<file path="config.mk">
export PLATFORM = sky130hd
export DESIGN_NAME = spi_reg_access_ctrl
export DESIGN_NICKNAME = d
export VERILOG_FILES = /design/src/rtl/spi_reg_pkg.sv /design/src/rtl/spi_pad_sync.sv /design/src/rtl/spi_reg_access_ctrl.sv
export SDC_FILE = /design/constraint.sdc
export NUM_CORES = 1
export LEC_CHECK = 0
export CAP_MARGIN = 10
export CORE_ASPECT_RATIO = 0.8
export CORE_UTILIZATION = 50
export DETAILED_ROUTE_END_ITERATION = 6
export GPL_TIMING_DRIVEN = 0
export HOLD_SLACK_MARGIN = 0.12
export PLACE_DENSITY = 0.73
export SLEW_MARGIN = 20
export SYNTH_ARGS = -nofsm -noshare
export SYNTH_HDL_FRONTEND = slang
export SYNTH_SLANG_ARGS = --single-unit
</file>
<file path="constraint.sdc">
create_clock -name Clock_108M -period 1.4 [get_ports Clock_108M]
set_clock_uncertainty 0.05 [all_clocks]
set_input_delay 0.28 -clock Clock_108M [delete_from_list [all_inputs] [get_ports Clock_108M]]
set_output_delay 0.28 -clock Clock_108M [all_outputs]
set_load 0.02 [all_outputs]
</file>
<file path="src/rtl/spi_reg_pkg.sv">
// Shared definitions for the SPI register-access sequencer: FSM encoding and
// 16-bit command frame field positions.
package spi_reg_pkg;

  typedef enum logic [2:0] {
    IDLE,
    CMD,
    RD_WAIT,
    DRIVE,
    WAIT_END
  } state_t;

  localparam int CMD_LEN   = 16;
  localparam int RW_BIT    = 15;
  localparam int ADDR_MSB  = 14;
  localparam int ADDR_LSB  = 8;
  localparam int DATA_MSB  = 7;
  localparam int DATA_LSB  = 0;
  localparam int BIT_CNT_W = 6;

endpackage

</file>
<file path="src/rtl/spi_pad_sync.sv">
// Two-flop synchronizer for one asynchronous SPI pad, followed by a single
// history flop for rise/fall detection.
module spi_pad_sync #(
  parameter logic RESET_VAL = 1'b0
) (
  input  logic clock,
  input  logic reset,
  input  logic pad,
  output logic level,
  output logic rise,
  output logic fall
);

  logic meta;
  logic sync;
  logic prev;

  // RESET_VAL lets a pad that is held high across reset come out of reset
  // without producing a false rise edge.
  always_ff @(posedge clock) begin
    if (reset) begin
      meta <= RESET_VAL;
      sync <= RESET_VAL;
      prev <= RESET_VAL;
    end else begin
      meta <= pad;
      sync <= meta;
      prev <= sync;
    end
  end

  assign level = sync;
  assign rise  = sync & ~prev;
  assign fall  = ~sync & prev;

endmodule

</file>
<file path="src/rtl/spi_reg_access_ctrl.sv">
// SPI-slave register-access sequencer: decodes a 16-bit command frame, issues
// one register strobe, and shifts read data out on MISO with a delayed pad enable.
module spi_reg_access_ctrl
  import spi_reg_pkg::*;
#(
  parameter int ADDR_W     = 7,
  parameter int DATA_W     = 8,
  parameter int RD_LATENCY = 1,
  parameter int OE_DELAY   = 27
) (
  input  logic              Clock_108M,
  input  logic              Reset,
  input  logic              SPI_SYNC,
  input  logic              SPI_CLK,
  input  logic              SPI_MOSI,
  output logic              SPI_MISO,
  output logic              SPI_Out_EN,
  output logic [ADDR_W-1:0] reg_addr,
  output logic [DATA_W-1:0] reg_wdata,
  output logic              reg_wr,
  output logic              reg_rd,
  input  logic [DATA_W-1:0] reg_rdata
);

  localparam int OE_W = $clog2(OE_DELAY);
  localparam logic [OE_W-1:0] OE_LAST = OE_W'(OE_DELAY - 1);
  localparam logic [OE_W-1:0] LOAD_AT = OE_W'(RD_LATENCY + 1);
  localparam logic [BIT_CNT_W-1:0] LAST_BIT    = BIT_CNT_W'(CMD_LEN - 1);
  localparam logic [BIT_CNT_W-1:0] BIT_CNT_MAX = '1;

  logic sync_lvl, sync_rise, sync_fall_unused;
  logic clk_lvl_unused, clk_rise, clk_fall;
  logic mosi_lvl, mosi_rise_unused, mosi_fall_unused;

  // SYNC resets high so a reset in mid-frame ignores the remainder of that frame.
  spi_pad_sync #(.RESET_VAL(1'b1)) u_sync_pad (
    .clock(Clock_108M), .reset(Reset), .pad(SPI_SYNC),
    .level(sync_lvl), .rise(sync_rise), .fall(sync_fall_unused)
  );

  spi_pad_sync #(.RESET_VAL(1'b0)) u_clk_pad (
    .clock(Clock_108M), .reset(Reset), .pad(SPI_CLK),
    .level(clk_lvl_unused), .rise(clk_rise), .fall(clk_fall)
  );

  spi_pad_sync #(.RESET_VAL(1'b0)) u_mosi_pad (
    .clock(Clock_108M), .reset(Reset), .pad(SPI_MOSI),
    .level(mosi_lvl), .rise(mosi_rise_unused), .fall(mosi_fall_unused)
  );

  state_t state, next_state;

  logic [CMD_LEN-2:0]   cmd_sr;
  logic [CMD_LEN-1:0]   cmd_word;
  logic [BIT_CNT_W-1:0] bit_cnt;
  logic [OE_W-1:0]      oe_cnt;
  logic [DATA_W-1:0]    rd_sr;

  logic frame_end, shift_en, bit_rise, last_rise, load_rd;

  assign cmd_word = {cmd_sr, mosi_lvl};

  always_ff @(posedge Clock_108M) begin
    if (Reset) state <= IDLE;
    else       state <= next_state;
  end

  always_comb begin
    next_state = state;
    frame_end  = 1'b0;
    shift_en   = 1'b0;
    bit_rise   = 1'b0;
    last_rise  = 1'b0;
    load_rd    = 1'b0;
    case (state)
      IDLE: begin
        if (sync_rise) begin
          next_state = CMD;
          shift_en   = clk_rise;
          bit_rise   = clk_rise;
        end
      end
      CMD: begin
        shift_en = clk_rise;
        bit_rise = clk_rise;
        if (clk_rise && bit_cnt == LAST_BIT) begin
          last_rise  = 1'b1;
          next_state = cmd_word[RW_BIT] ? RD_WAIT : WAIT_END;
        end
      end
      // The OE counter doubles as the read-latency counter; it starts at the
      // 16th rise, so LOAD_AT lands RD_LATENCY cycles after the reg_rd pulse.
      RD_WAIT: begin
        bit_rise = clk_rise;
        if (oe_cnt == LOAD_AT) begin
          load_rd    = 1'b1;
          next_state = DRIVE;
        end
      end
      DRIVE, WAIT_END: bit_rise = clk_rise;
      default: next_state = IDLE;
    endcase
    if (state != IDLE && !sync_lvl) begin
      frame_end  = 1'b1;
      last_rise  = 1'b0;
      load_rd    = 1'b0;
      next_state = IDLE;
    end
  end

  always_ff @(posedge Clock_108M) begin
    if (Reset) begin
      cmd_sr     <= '0;
      bit_cnt    <= '0;
      oe_cnt     <= '0;
      rd_sr      <= '0;
      SPI_MISO   <= 1'b0;
      SPI_Out_EN <= 1'b1;
      reg_addr   <= '0;
      reg_wdata  <= '0;
      reg_wr     <= 1'b0;
      reg_rd     <= 1'b0;
    end else if (frame_end) begin
      bit_cnt    <= '0;
      oe_cnt     <= '0;
      rd_sr      <= '0;
      SPI_MISO   <= 1'b0;
      SPI_Out_EN <= 1'b1;
      reg_wr     <= 1'b0;
      reg_rd     <= 1'b0;
    end else begin
      reg_wr <= 1'b0;
      reg_rd <= 1'b0;
      if (bit_rise && bit_cnt != BIT_CNT_MAX) bit_cnt <= bit_cnt + BIT_CNT_W'(1);
      if (shift_en) cmd_sr <= {cmd_sr[CMD_LEN-3:0], mosi_lvl};
      if (last_rise) begin
        reg_addr <= cmd_word[ADDR_MSB:ADDR_LSB];
        if (cmd_word[RW_BIT]) begin
          reg_rd <= 1'b1;
          oe_cnt <= OE_W'(1);
        end else begin
          reg_wr    <= 1'b1;
          reg_wdata <= cmd_word[DATA_MSB:DATA_LSB];
        end
      end else if (oe_cnt != '0 && oe_cnt != OE_LAST) begin
        oe_cnt <= oe_cnt + OE_W'(1);
      end
      if (oe_cnt == OE_LAST) SPI_Out_EN <= 1'b0;
      // Zeros shift in behind the data, so MISO idles low after DATA_W bits.
      if (load_rd) begin
        rd_sr <= reg_rdata;
      end else if (state == DRIVE && clk_fall) begin
        SPI_MISO <= rd_sr[DATA_W-1];
        rd_sr    <= {rd_sr[DATA_W-2:0], 1'b0};
      end
    end
  end

endmodule

</file>
# [After elaboration in Yosys (flattened, before gate mapping)]
# Cells that the tools add are included.
# W data, S select, Z words.
[totals] register_bits=64 out_inout_bits=19
[classes] n_reduce_logical=22 bitwise_logic=11 muxes=22 eq_ne=13 addsub=2
[ops] operator="$mux W8" count=2
[ops] operator="$mux W5" count=3
[ops] operator="$mux W3" count=4
[ops] operator="$pmux W3 S4" count=1
[ops] operator="$mux W1" count=10
[ops] operator="$ne A2 B2 Y1 const B" count=4
[ops] operator="$not A1 Y1" count=8
[ops] operator="$reduce_and A2 Y1" count=4
[ops] operator="$add A6 B1 Y6 const B" count=1
[ops] operator="$eq A3 B2 Y1 const B" count=2
[ops] operator="$eq A6 B4 Y1 const B" count=1
[ops] operator="$ne A6 B6 Y1 const B" count=1
[ops] operator="$reduce_or A2 Y1" count=3
[ops] operator="$add A5 B1 Y5 const B" count=1
[ops] operator="$eq A5 B2 Y1 const B" count=1
[ops] operator="$eq A5 B5 Y1 const B" count=1
[ops] operator="$logic_and A1 B1 Y1" count=5
[ops] operator="$ne A5 B5 Y1 const B" count=1
[ops] operator="$reduce_bool A5 Y1" count=1
[ops] operator="$pmux W1 S2" count=2
[ops] operator="$reduce_and A4 Y1" count=1
[ops] operator="$reduce_bool A2 Y1" count=2
[ops] operator="$reduce_or A4 Y1" count=1
[ops] operator="$and A1 B1 Y1" count=3
[ops] operator="other kinds (7)" count=7

# [Depth between registers and ports, before layout]
# Gate-level depths: netlist (run 1).
[logic_depth] word_depth=8 ltp_mapped=7 mapped_depth_nobuf=6

# [Modules after synthesis]
# From an unflattened synthesis (run 1), not the netlist that was laid out.
[hier_totals] cells_unflattened=285 area_unflattened_um2=2698.8
[by_module_without_submodules] module="spi_reg_access_ctrl" instances=1 cells_each=261 area_each_um2=2423.6 seq_area_each_um2=1121.1
[by_module_without_submodules] module="spi_pad_sync (u_clk_pad ...)" instances=2 cells_each=8 area_each_um2=91.3 seq_area_each_um2=60.1
[by_module_without_submodules] module="spi_pad_sync (u_sync_pad)" instances=1 cells_each=8 area_each_um2=92.6 seq_area_each_um2=60.1

# [Worst setup path after synthesis (run 1)]
# Ideal clock, no wire load.
[synth_path] path_type="register to register" startpoint="register bit_cnt[0]" endpoint="register bit_cnt[0]" t_arrival_ps=1417 synth_period_minus_slack_ps=1534 path_stages_with_launch=6 path_slack_ps=-134 setup_ps=66 required_time_ps=1284 cell_sequence="dfxtp_1 ha_1 nand3_1 o21ai_2 or4_4 a21oi_2"
[synth_via] elab_chain_cells=2 elab_cells_between_ends=3
[synth_rtl] element="from (decl)" line="spi_reg_access_ctrl.sv:55" source="logic [BIT_CNT_W-1:0] bit_cnt;"
[synth_rtl] element="from (signal assigned)" line="spi_reg_access_ctrl.sv:134" source="if (bit_rise && bit_cnt != BIT_CNT_MAX) bit_cnt <= bit_cnt + BIT_CNT_W'(1);"
[synth_rtl] element="parallel branches: the longest is 2 deep, another holds $add A6 B1 Y6"
# Several ways; the timed one is not identified.
# A chain may end at the register's enable or synchronous reset.

# [Worst setup path after layout (run 1)]
[layout_path] startpoint="register state[1]" endpoint="register reg_addr[6]"
[layout_via] elab_chain_cells=5 elab_cells_between_ends=8
[layout_rtl] element="from (decl)" line="spi_reg_access_ctrl.sv:51" source="state_t state, next_state;"
[layout_rtl] element="from (signal assigned)" line="spi_reg_access_ctrl.sv:65" source="else state <= next_state;"
[layout_rtl] element="parallel branches: the longest is 4 deep, another holds $eq A3 B1 Y1"
[layout_rtl] element="$reduce_and A2 Y1 (no line) (*)"
[layout_rtl] element="to (signal assigned)" line="spi_reg_access_ctrl.sv:137" source="reg_addr <= cmd_word[ADDR_MSB:ADDR_LSB];"
[layout_rtl] element="to (decl)" line="spi_reg_access_ctrl.sv:18" source="output logic [ADDR_W-1:0] reg_addr,"
# Every way passes the cells marked *.

==> results of run 1 <==
power by group through the flow:
stage / Combinational, uW / Clock (uW) / Sequential, uW
floorplan: 77.5 / 0 / 1880
finish: 210 / 1790 / 1830
detailed placement: 133 / 0 / 1880
CTS: 179 / 1810 / 1830
global placement: 131 / 0 / 1880
global route: 221 / 1880 / 1830
worst paths after layout:
check | end | slack [ns] | startpoint | cells past startpoint
hold reg to reg | u_sync_pad.level | 0.37 | u_sync_pad.meta | 1
setup reg to reg | reg_addr[6] | -0.33 | state[1] | 6
hold / removal | u_sync_pad.level | 0.37 | u_sync_pad.meta | 1
setup / recovery | reg_addr[6] | -0.33 | state[1] | 6
metal layers:
| layer | wire length [um] | global-route usage, % | part of all wire (%) |
|---|---|---|---|
| met2 | 3689 | 43.19 | 47 |
| met4 | 199 | 15.04 | 2.5 |
| met3 | 524 | 7.117 | 6.7 |
| met1 | 3453 | 32.20 | 44 |
| met5 | 0 | 0 | 0 |
critical path: stages, from the launching register on:
cell and delay, ns:
sky130_fd_sc_hd__dfxtp_2 0.33, sky130_fd_sc_hd__buf_6 0.14, sky130_fd_sc_hd__nor3b_4 0.28, sky130_fd_sc_hd__nand4_1 0.30, sky130_fd_sc_hd__buf_6 0.24, sky130_fd_sc_hd__mux2i_1 0.19, sky130_fd_sc_hd__nor2_1 0.06
stage by stage:
step,hold WS [ns],utilization [%],area (sq um),TNS (ns)
final,0.3681,78.33,4035,-8.298
after global routing,0.3830,78.33,4035,-11.17
after CTS,0.3720,74.52,3839,-3.467
after global placement,0.3415,62.04,3196,-15.14
after floorplan,0.3338,-,2808,-0.3542
after detailed placement,0.3489,62.04,3196,-15.14
state kept, by name (all words and copies together), names as in the netlist, 3 cells and up:
name       flops
bit_cnt        6
reg_wdata      8
state          3
reg_addr       7
rd_sr          8
oe_cnt         5
cmd_sr        15
synthesized netlist by cell type (4+ instances only):
| cell | count | area [sq um] |
|---|---|---|
| sky130_fd_sc_hd__nand3_1 | 14 | 70.07 |
| sky130_fd_sc_hd__mux2i_1 | 35 | 350.3 |
| sky130_fd_sc_hd__buf_2 | 4 | 20.02 |
| sky130_fd_sc_hd__dfxtp_1 | 64 | 1281 |
| sky130_fd_sc_hd__and4b_1 | 4 | 40.04 |
| sky130_fd_sc_hd__nor3_1 | 4 | 20.02 |
| sky130_fd_sc_hd__o21ai_0 | 4 | 20.02 |
| sky130_fd_sc_hd__nor2_1 | 33 | 123.9 |
| sky130_fd_sc_hd__a22oi_1 | 7 | 52.55 |
| sky130_fd_sc_hd__nand2_1 | 14 | 52.55 |
| sky130_fd_sc_hd__a21oi_1 | 15 | 75.07 |
| sky130_fd_sc_hd__nand2b_1 | 4 | 25.02 |
| sky130_fd_sc_hd__ha_1 | 4 | 50.05 |
| sky130_fd_sc_hd__nor2b_1 | 5 | 31.28 |
| sky130_fd_sc_hd__inv_1 | 9 | 33.78 |
| sky130_fd_sc_hd__clkbuf_1 | 4 | 15.01 |
| sky130_fd_sc_hd__nor4_1 | 6 | 37.54 |
cell type report:
type                            count  area (sq um)  area share, %
Timing Repair Buffer               77         705.7          17.49
Multi-Input combinational cell    190          1593          39.47
Buffer                             11         97.59          2.419
Inverter                            9         33.78         0.8372
Tap cell                           62         77.57          1.922
Sequential cell                    64          1308          32.40
Clock inverter                      3         65.06          1.612
Clock buffer                       12         155.1          3.845
kinds of logic (layout without fill, tap and decap cells):
logic type,count (synthesis),count (layout),synth area share [%]
buffers and inverters,22,112,4.151
AOI/OAI and AO/OA,41,41,10.86
DFF,64,64,46.72
adders and majority gates,4,4,1.825
and+or+nand+nor,110,110,23.68
muxes,35,35,12.77
repair_timing:
action | CTS | global route
gates resized for setup | 64 | 35
endpoints found under the setup margin | 73 | 56
pin swaps | 21 | 19
gates cloned | 2 | 0
buffers inserted | 31 | 14
==> results.yml, run 1 <==
run_status:
  outcome: "complete, but fails checks"
  failing_checks: "design-rule violations, negative setup slack"
sta:
  post-route-period-util_pct: 123.5
  slew_violations: 0
  final_number_of_hold_violating_endpoints: 0
  final_period_minus_worst_setup_slack_ns: 1.728
  max-slew-margin-rel_pct: 61.32
  layout_setup_ws_ns: -0.3285
  setup_viol: 52
  highest_clock_frequency_the_design_can_meet_mhz: 578.5
  worstMarginPinSlew_ns: 0.5801
  unrepaired_setup_endpoints_after_global_routing: "true"
synth:
  synthesized_instance_count: 276
  ys.warnings.count: 0
  mappedNetlistNets: 293
  asyncSetResetFlopFracSynth_pct: 0
  synth-seq-area-share_pct: 46.72
  postSynthAreaPerCell_sq_um: 9.937
  syn-cell-area_sq_um: 2743
  most_common_flop_cell_mapped_by_yosys: "sky130_fd_sc_hd__dfxtp_1"
  number_of_distinct_library_cells_after_synthesis: 47
  ys_seq_elements: 64
  synth_enable_flop_cells: 0
power_and_ir_drop:
  power-per-cell-area_nw_per_um2: 950.6
  power.sequential.fraction_pct: 47.8
  power.share.combinational_pct: 5.5
  power_switching_share_pct: 21.27
  power.static_leakage_uw: 0.001781
  p_clk_share_pct: 46.8
  p_switching_uw: 815.9
  power.total_uw: 3836
  internal_power_uw: 3020
  vdd.ir_drop.worst_mv: 0.7420
floorplan:
  die-width_um: 84.81
  floorplan.initialDensity_pct: 53.24
  die_h_um: 68.25
  io-pin-count: 32
  core_sq_um: 5151
  placementRows: 23
  die_area_sq_um: 5788
placed_design:
  preCtsSetupSlack_ns: -0.4950
  detailedPlacementHpwl_um: 3863
  numPortBuffers: 31
  placed_cells: 369
  globalplace.congestion: 0.8069
setup_path:
  critical_path_required_ns: 1.57
  criticalPathCategory: "reg -> reg"
  path_max_fanout: 7
  worst_setup_path_end_kind: "flip-flop"
  worst_path_arrival_ns: 1.90
  setup_crit_start_kind: "flip-flop"
routing:
  routed_via_density: 5.694
  via_count: 2437
  postRouteWirelength_um: 7867
  final_antenna_net_count: 0
  drcViolationCount: 2
  dr.pass1.iters: 7
  number_of_drc_markers_in_iteration_0: 236
  detail_route.wl_per_cell_um: 18.38
layout:
  finish.cell_count_without_fillers: 428
  area.growth.synth_to_final_pct: 47.13
  most_common_library_cell_in_the_layout_ignoring_fill_and_taps: "sky130_fd_sc_hd__dfxtp_1"
  layout-drive-gt1-share_pct: 36.61
  final_cell_mix: "51 x sky130_fd_sc_hd__dfxtp_1, 34 x sky130_fd_sc_hd__buf_4, 33 x sky130_fd_sc_hd__mux2i_1, 33 x sky130_fd_sc_hd__nor2_1, 17 x sky130_fd_sc_hd__dlygate4sd2_1"
  finalNetCount: 379
  fillers: 321
  antenna_cells: 0
job:
  max_cap_viol_count: 0
clock_tree:
  cts.path.max_buffers: 2
  cts_hold_buffers: 0
  tritoncts_clock_tree: "done"
  cts_buffers: 9
  clock_latency_ns: 0.35
  clk_root_buffer_cell: "sky130_fd_sc_hd__clkbuf_8"
  cts_sinks: 64
  clk_pin_slew_worst_paths_ns: 0.07
  htree_levels: 3
grt:
  grt.total_usage_pct: 26.43
  global_route_wire_length_before_repair_um: 11450
  global_route.overflow_total: 0
  antenna_found_initial: 0
  grt_max_degree: 11
  vias_in_the_first_global_route: 2321
min_path:
  min-delay-path-class: "reg -> reg"
(Power assumes the default switching activity.)
==> inputs of run 2 (changes only) <==
CORE_ASPECT_RATIO = default   (was 0.8)
==> results.yml, run 2 (same netlist as run 1, synthesis figures left out) <==
layout:
  top_register: "cmd_sr"
  final_cell_mix: "53 x sky130_fd_sc_hd__dfxtp_1, 33 x sky130_fd_sc_hd__mux2i_1, 33 x sky130_fd_sc_hd__nor2_1"
  fillers: 373
  final_core_utilization_pct: 74.54
  layout-drive-gt1-share_pct: 31.23
  multiInputGateArea_sq_um: 1584
  final_design_area_no_fill_sq_um: 3880
  finalNetCount: 362
  area.growth.synth_to_final_pct: 41.47
  largest_registers: "cmd_sr (15), rd_sr (8), reg_wdata (8)"
  most_common_library_cell_in_the_layout_ignoring_fill_and_taps: "sky130_fd_sc_hd__dfxtp_1"
  largest_reg_flops: 15
  antenna_cells: 0
  final-seq-area_sq_um: 1305
  finish.cell_count_without_fillers: 419
floorplan:
  placementRows: 26
  core_sq_um: 5205
  floorplan.initialDensity_pct: 52.69
  io-pin-count: 32
  die-width_um: 76.06
  die_h_um: 76.06
  die_area_sq_um: 5785
routing:
  dr.pass1.iters: 4
  postRouteWirelength_um: 6634
  drcViolationCount: 0
  final_antenna_net_count: 0
  via_count: 2338
  detail_route.wl_per_cell_um: 15.83
  number_of_drc_markers_in_iteration_0: 117
  routed_via_density: 5.580
setup_path:
  path_max_fanout: 8
  criticalPathCategory: "reg -> reg"
  setup_crit_start_kind: "flip-flop"
  critical_path_required_ns: 1.61
  cp_cell_sequence: "buf_6 > buf_4 > and2b_2 > buf_4 > nand4_1 > buf_6 > nand3_1 > a21oi_1"
  cp_slowest_stage_delay_ns: 0.33
  worst_path_arrival_ns: 1.81
  cp_slowest_cell: "sky130_fd_sc_hd__dfxtp_2"
  worst_setup_path_end_kind: "flip-flop"
grt:
  vias_in_the_first_global_route: 2258
  global_route_wire_length_before_repair_um: 10700
  grt.total_usage_pct: 23.17
  antenna_found_initial: 0
  grt_max_degree: 11
  global_route.overflow_total: 0
clock_tree:
  cts_buffers: 9
  clk_pin_slew_worst_paths_ns: 0.07
  clock_latency_ns: 0.34
  htree_levels: 3
  cts.path.max_buffers: 2
  cts_hold_buffers: 0
  cts_sinks: 64
  clk_root_buffer_cell: "sky130_fd_sc_hd__clkbuf_8"
  tritoncts_clock_tree: "done"
sta:
  layout_setup_ws_ns: -0.2009
  unrepaired_setup_endpoints_after_global_routing: "true"
  final_period_minus_worst_setup_slack_ns: 1.601
  final_number_of_hold_violating_endpoints: 0
  highest_clock_frequency_the_design_can_meet_mhz: 624.6
  setup_viol: 52
  hold_ws_ns: 0.3591
  post-route-period-util_pct: 114.4
  worstMarginPinSlew_ns: 0.5015
  slew_violations: 0
  max-slew-margin-rel_pct: 66.57
placed_design:
  globalplace.congestion: 0.8469
  numPortBuffers: 31
  post_dp_cell_area_sq_um: 3206
  detailedPlacementHpwl_um: 3710
  placed_cells: 377
min_path:
  min-delay-path-class: "reg -> reg"
power_and_ir_drop:
  power-per-cell-area_nw_per_um2: 980.8
  power.total_uw: 3806
  power.static_leakage_uw: 0.001684
  vdd.ir_drop.worst_mv: 0.6558
run_status:
  failing_checks: "negative setup slack"
  outcome: "complete, but fails checks"
job:
  max_cap_viol_count: 0
[run 2: power by group]
group	leakage [uW]	internal, uW	total, uW	switching, uW
logic	0.00105	91.5	184	92.6
registers	0.000523	1820	1830	5.68
clock network	0.000112	1090	1790	702
total	0.00168	3000	3810	801
[run 2: cell type report]
class / count / area share (%)
plain buffers: 11 / 2.419
clock buffers: 12 / 3.999
clock inverters: 3 / 1.677
inverters: 9 / 0.9352
multi-input cells: 190 / 40.83
flip-flops and latches: 64 / 33.63
well taps: 70 / 2.257
repair buffers: 60 / 14.25
[run 2: worst paths after layout]
| kind | endpoint | cells after the start | startpoint | slack, ns |
|---|---|---|---|---|
| setup / recovery | rd_sr[1] | 8 | state[1] | -0.20 |
| hold / removal | u_sync_pad.level | 1 | u_sync_pad.meta | 0.36 |
| setup reg to reg | rd_sr[1] | 8 | state[1] | -0.20 |
| hold reg to reg | u_sync_pad.level | 1 | u_sync_pad.meta | 0.36 |
[run 2: per-layer routing]
layer,share of wire (%),wire length (um),GRT usage [%]
met1,46,3065,29.63
met3,3.3,219,4.311
met2,48,3207,38.00
met5,0,0,0
met4,2.1,142,10.58
[run 2: what timing repair did]
| item | 4_1_cts | 5_1_grt |
|---|---|---|
| buffers inserted | 21 | 5 |
| endpoints found under the hold margin | 0 | 0 |
| gates cloned | 1 | 2 |
| endpoints found under the setup margin | 72 | 56 |
| pin swaps | 20 | 22 |
| resized for setup | 61 | 27 |
[run 2: through the flow]
| stage | TNS (ns) | worst slack [ns] |
|---|---|---|
| final | -4.553 | -0.2009 |
| after global routing | -8.245 | -0.2628 |
| after CTS | -3.585 | -0.1825 |
| after detailed placement | -15.27 | -0.4478 |
| after global placement | -14.14 | -0.4398 |
| after floorplan | -0.3542 | -0.04964 |
[run 2: critical path, delay by kind of cell, from the launching register on]
| kind | cells | cell delay, ns |
|---|---|---|
| DFF | 1 | 0.33 |
| buffers and inverters | 4 | 0.56 |
| AOI/OAI and AO/OA | 1 | 0.18 |
| and+or+nand+nor | 3 | 0.39 |
